[src/rtl/instr_fetch_ctrl.sv]
// Instruction fetch sequencer with a 2-entry {pc, instr} buffer. A fetched word reaches the head one cycle later.
// When the buffer is full, fetching stalls until instr_ready pops the head. Redirects flush the buffer.
module instr_fetch_ctrl #(
    parameter int BITS = 32,
    parameter int i_addr_bits = 6,
    parameter logic [i_addr_bits-1:0] RESET_PC = '0
) (
    input  logic                   clk,
    input  logic                   reset,
    input  logic                   start,
    input  logic                   halt,
    input  logic                   redirect_valid,
    input  logic [i_addr_bits-1:0] redirect_pc,
    output logic [i_addr_bits-3:0] mem_addr,
    input  logic [BITS-1:0]        mem_dout,
    output logic                   instr_valid,
    output logic [BITS-1:0]        instr,
    output logic [i_addr_bits-1:0] instr_pc,
    input  logic                   instr_ready,
    output logic                   busy,
    output logic                   err
);

    typedef enum logic [1:0] {IDLE, RUN, HALTED, ERROR} state_t;

    typedef struct packed {
        logic [i_addr_bits-1:0] pc;
        logic [BITS-1:0]        dat;
    } entry_t;

    state_t                 state, state_nxt;
    logic [i_addr_bits-1:0] pc;
    logic [1:0]             count;
    entry_t                 head, tail, new_ent;
    logic                   redir_ok, redir_bad, pop, push;

    always_comb begin
        redir_ok  = redirect_valid && (state != ERROR) && (redirect_pc[1:0] == 2'b00);
        redir_bad = redirect_valid && (state != ERROR) && (redirect_pc[1:0] != 2'b00);
        pop       = (count != 2'd0) && instr_ready;
        push      = (state == RUN) && !redirect_valid && ((count != 2'd2) || pop);
        new_ent   = {pc, mem_dout};
    end

    // Halt beats start; any redirect overrides halt/start, a misaligned one traps.
    always_comb begin
        state_nxt = state;
        case (state)
            IDLE:    if (start && !halt) state_nxt = RUN;
            RUN:     if (halt) state_nxt = HALTED;
            HALTED:  if (start && !halt) state_nxt = RUN;
            default: state_nxt = state;
        endcase
        if (redir_bad) begin
            state_nxt = ERROR;
        end else if (redir_ok) begin
            state_nxt = state;
        end
    end

    always_ff @(posedge clk) begin
        if (reset) begin
            state <= IDLE;
            pc    <= RESET_PC;
            count <= 2'd0;
            head  <= '0;
            tail  <= '0;
        end else begin
            state <= state_nxt;
            if (redir_ok) begin
                pc <= redirect_pc;
            end else if (push) begin
                pc <= pc + i_addr_bits'(4);
            end

            if (redir_ok || redir_bad) begin
                count <= 2'd0;
            end else begin
                count <= count + {1'b0, push} - {1'b0, pop};
                // head is always the oldest entry; tail only matters when count==2
                case ({push, pop})
                    2'b10: begin
                        if (count == 2'd0) head <= new_ent;
                        else               tail <= new_ent;
                    end
                    2'b01: head <= tail;
                    2'b11: begin
                        if (count == 2'd1) begin
                            head <= new_ent;
                        end else begin
                            head <= tail;
                            tail <= new_ent;
                        end
                    end
                    default: ;
                endcase
            end
        end
    end

    assign mem_addr    = pc[i_addr_bits-1:2];
    assign instr_valid = (count != 2'd0);
    assign instr       = instr_valid ? head.dat : '0;
    assign instr_pc    = instr_valid ? head.pc  : '0;
    assign busy        = (state == RUN);
    assign err         = (state == ERROR);

endmodule

[config.mk]
export PLATFORM = sky130hd
export DESIGN_NAME = instr_fetch_ctrl
export DESIGN_NICKNAME = d
export VERILOG_FILES = /design/src/rtl/instr_fetch_ctrl.sv
export SDC_FILE = /design/constraint.sdc
export NUM_CORES = 1
export LEC_CHECK = 0
export BUFFER_PORTS_ARGS = -buffer_cell sky130_fd_sc_hd__clkbuf_2
export CAP_MARGIN = 20
export CORE_ASPECT_RATIO = 0.7
export CORE_MARGIN = 3
export CORE_UTILIZATION = 45
export DETAILED_ROUTE_END_ITERATION = 6
export PLACE_DENSITY_LB_ADDON = 0.12
export SYNTH_ARGS = -nofsm -noshare
export SYNTH_HDL_FRONTEND = slang
export SYNTH_SLANG_ARGS = --single-unit
[constraint.sdc]
create_clock -name clk -period 2.28 [get_ports clk]
set_input_delay 0.228 -clock clk [delete_from_list [all_inputs] [get_ports clk]]
set_output_delay 0.228 -clock clk [all_outputs]
set_load 0.1 [all_outputs]
**Word level (Yosys, flattened, before mapping)**

Index checks and enable logic that the tools add are counted.

- Flip-flop bits (word level): 86
- RAM bits: 0
- Memories: 0
- Logic and storage cells: 66
- Latch bits: 0
- Bits in read-only memories: 0
- Input bits: 44
- Output and inout port bits: 45

- Order comparisons: 0
- Bitwise operators: 1
- Div/mod/pow operators: 0
- Reduce and logical (&&, ||, !) cells: 25
- Multiplexer cells: 15
- $mul: 0
- $add $sub $neg: 3
- Eq/ne operators: 15
- Shift operators: 0

Operator list:

| kind | number |
|---|---|
| $mux 38 | 4 |
| $pmux 38 s3 | 1 |
| $pmux 38 s2 | 1 |
| $mux 32 | 1 |
| $mux 6 | 3 |
| $ne 2x2->1 const B | 5 |
| $eq 2x2->1 const B | 4 |
| $mux 2 | 4 |
| $reduce_and 4->1 | 2 |
| $reduce_bool 2->1 | 4 |
| $logic_and 1x1->1 | 7 |
| $add 6x3->6 const B | 1 |
| $eq 2x1->1 const B | 3 |
| $logic_not 2->1 | 3 |
| $reduce_bool 3->1 | 2 |
| $pmux 2 s2 | 1 |
| $reduce_or 2->1 | 2 |
| $ne 3x1->1 const B | 1 |
| $ne 3x2->1 const B | 1 |
| $reduce_and 3->1 | 1 |
| $add 2x1->2 | 1 |
| $logic_not 1->1 | 2 |
| $logic_or 1x1->1 | 2 |
| $ne 2x1->1 const B | 1 |
| 2 further kinds | 2 |

**Logic depth before layout (Yosys ltp)**

- Word-level depth: 7
- Mapped depth: 10

**Least setup slack after synthesis**

Ideal clock, no wire load.

- Kind: reg-to-output
- From: register count[0]
- To: output port instr[27]
- Path slack: -415 ps
- Arrival: 2467 ps
- Stages on the path, launching flop included: 4
- Path buffers: 1
- Path through: dfxtp_1 or2_1 clkbuf_1 and2_1

- Word-level cells in the longest chain between the ends: 2

Ends and longest elaborated chain:

| what | RTL line | source |
|---|---|---|
| start: declaration | 33 | `logic [1:0] count;` |
| start signal: assignment | 79 | `count <= count + {1'b0, push} - {1'b0, pop};` |
| $reduce_bool 2->1 | 102 | `assign instr_valid = (count != 2'd0);` |
| via instr_valid | 16 | `output logic instr_valid,` |
| $mux 32 | 103 | `assign instr = instr_valid ? head.dat : '0;` |
| end: declaration | 17 | `output logic [BITS-1:0] instr,` |

The timed path passes the listed nets, and every way through them passes these cells.

**Final worst setup path**

- From: register count[0]
- To: output port instr_pc[4]

- Word-level cells in the longest chain between the ends: 2

Ends and longest elaborated chain:

| what | RTL line | source |
|---|---|---|
| $reduce_bool 2->1 | 102 |  |
| $mux 6 | 104 | `assign instr_pc = instr_valid ? head.pc : '0;` |
| end: declaration | 18 | `output logic [i_addr_bits-1:0] instr_pc,` |

Every way passes these cells.

==> results.toml <==
[yosys]
ys_types = 37
synth.net_count = 504
syn_area_um2 = 4080
synth-seq-cells = 86
synthCells = 458
postSynthAreaPerCell_um2 = 8.909
async_reset_ff_frac = 0
synth_edf_count = 0
yosysSeqAreaShare = 0.4220
yosysWarnings = 0
synth_top_flop_cell = "dfxtp_1"

[worst_setup_path]
worstPathMaxFanout = 39
arrival_ns = 1.85
start_kind = "flip-flop"
cp-end-kind = "output port"
cp.required_ns = 2.05
crit_type = "reg2out"

[grt]
met3_usage = 0.06262
met2_usage = 0.2961
grt_antenna_before_repair = 0
met1_usage = 0.2612
grt_max_degree = 53
grt_pass1_wl_um = 16060
overflow = 0
top_usage_layer = "met2"
track_usage = 0.1930
grt_pass1_vias = 3270

[final_layout]
fin_nets = 573
num_antenna_cells = 0
area_growth_pct = 33.76
drive_gt1_frac = 0.2744

[power]
peakVddDrop_uv = 414.8
power_w = 0.003621
swShare = 0.2561
intPower_w = 0.002693
comb_power_share = 0.122
netSwitchingPower_w = 0.0009274
power.density_nw_per_um2 = 663.4
p_clk_frac = 0.434
seqPwrFrac = 0.444
p_leak_nw = 1.974

[drt]
antenna_left = 0
via_count = 3429
post_drt_wl_per_cell_um = 15.13
drc = 0
routed_via_density = 5.259
drt_iter0_drc = 218
routed_wirelength_um = 9868
firstDrtPassIters = 5

[clock_tree]
clock_sinks = 86
cts_buffers = 9
cts_buffer_depth = 2
cts_tree = "built"
cts_resized = 0
cts-root-buf = "clkbuf_16"
insertion_delay_ns = 0.33
holdBufCountCts = 0
htree_levels = 3
clk_pin_slew_ns = 0.07
postCtsSetupBuffers = 0

[floorplanning]
coreArea_um2 = 8618
rows = 28
die_area_um2 = 10260
start_util = 0.4734
die_y_um = 85.67
die_width_um = 119.8
pin_count = 89

[timing]
finalHoldViolations = 0
rsz0062_at_grt = "no"
period_needed_ns = 2.075
fin_crit_sh = 0.9099
fmax_ghz = 0.4820
final.setup.tns_ns = 0
skew_ns = 0.005609
finalMaxSlewViolations = 0
slew_headroom = 0.6346
setup_viol = 0
worstMarginPinSlew_ns = 0.5504

[flow_run]
drv_cap = 0

[min_path]
hold_class = "in2reg"

[placement]
gp_congestion = 0.7532
dp_hpwl_um = 6524
portBuffers = 88

[status]
status = "finished clean"
-- cells in the mapped netlist, types with 2 or more instances --
cell type	count	area, µm²
clkbuf_1	16	60.06
buf_8	2	30.03
xor2_1	3	26.28
nand2_1	80	300.3
mux2i_1	38	380.4
a311oi_1	2	17.52
a221oi_1	19	166.4
and3_1	2	12.51
a21oi_1	42	210.2
nor3b_1	2	15.01
dfxtp_1	86	1722
a211oi_1	3	22.52
nand2b_1	2	12.51
buf_4	14	105.1
ha_1	2	25.02
nor2_1	47	176.4
a221oi_2	20	300.3
inv_1	4	15.01
buf_2	11	55.05
nand3_1	6	30.03
and2_1	39	244.0
o21ai_0	2	10.01
or3_1	2	12.51
-- logic make-up after synthesis --
group | after synthesis | synth area share
and+or+nand+nor | 185 | 0.2104
AOI/OAI and AO/OA | 93 | 0.1883
DFF | 86 | 0.4220
buffers and inverters | 49 | 0.06869
muxes | 39 | 0.09598
xor gates and xnor gates | 4 | 0.008588
adders and majority gates | 2 | 0.006132
-- through the flow --
step                      hold slack [ns]  std cells  utilization  setup slack (ns)  instance area [µm²]
after floorplan                    0.3640        458            -           0.07530                 4081
after global placement             0.4411        636       0.5952            0.2479                 5130
after detailed placement           0.4477        636       0.5952            0.1513                 5130
after CTS                          0.1177        652       0.6325            0.1442                 5451
after global routing               0.1242        652       0.6333           0.08008                 5458
final                              0.1288        652       0.6333            0.2054                 5458
-- flip-flops by register name, summed over array words and instances (netlist names) --
name and flops:
count 2, head 38, pc 6, state 2, tail 38
-- area by class of cell --
cell class                 instances  area, µm²
inverter                           4      15.01
sequential                        86       1722
clock buffer                       9      225.2
fill                             735       3161
tap                              120      150.1
multi-input combinational        323       2096
clock inverter                     7      96.34
timing repair buffer             103       1154
-- layout by cell type (no fill, tap or decap), types with 3 or more instances in the layout --
master	netlist	routed
a221oi_2	20	20
mux2i_1	38	38
buf_12	0	40
dfxtp_1	86	86
clkbuf_2	0	48
nor2_1	47	47
xor2_1	3	3
inv_1	4	4
a221oi_1	19	19
nand3_1	6	6
and2_1	39	39
nand2_1	80	80
a21oi_1	42	42
clkbuf_16	0	9
a211oi_1	3	3
buf_4	14	15
-- worst max-delay path, cell delays in order, from the launching register on --
cell and delay, ns:
dfxtp_1 0.45, or2_1 0.20, buf_4 0.38, and2_1 0.27
buf_12 0.20
-- final timing paths --
path / startpoint / depth (start not counted) / slack, ns / end
worst max-delay path: count[0]$_SDFF_PP0_ / 4 / 0.21 / instr_pc[4]
worst min-delay path: mem_dout[14] / 3 / 0.13 / tail[14]$_SDFFE_PP0P_
worst min register to register: tail[13]$_SDFFE_PP0P_ / 2 / 0.45 / tail[13]$_SDFFE_PP0P_
worst max register to register: state[1]$_SDFFE_PP0P_ / 8 / 0.23 / count[1]$_SDFF_PP0_
-- per-layer routing --
layer / part of all wire / routed length [µm]
met2: 0.45 / 4431
met4: 0.0097 / 96
met3: 0.074 / 730
met1: 0.47 / 4610
met5: 0 / 0
-- power by group through the flow --
stage | sequential (W) | combinational, W | clock (W)
CTS | 0.00160 | 0.000444 | 0.00160
floorplan | 0.00162 | 0.000332 | 0
detailed placement | 0.00164 | 0.000442 | 0
finish | 0.00161 | 0.000442 | 0.00157
global placement | 0.00164 | 0.000433 | 0
global route | 0.00161 | 0.000479 | 0.00167
(Power assumes the default switching activity.)
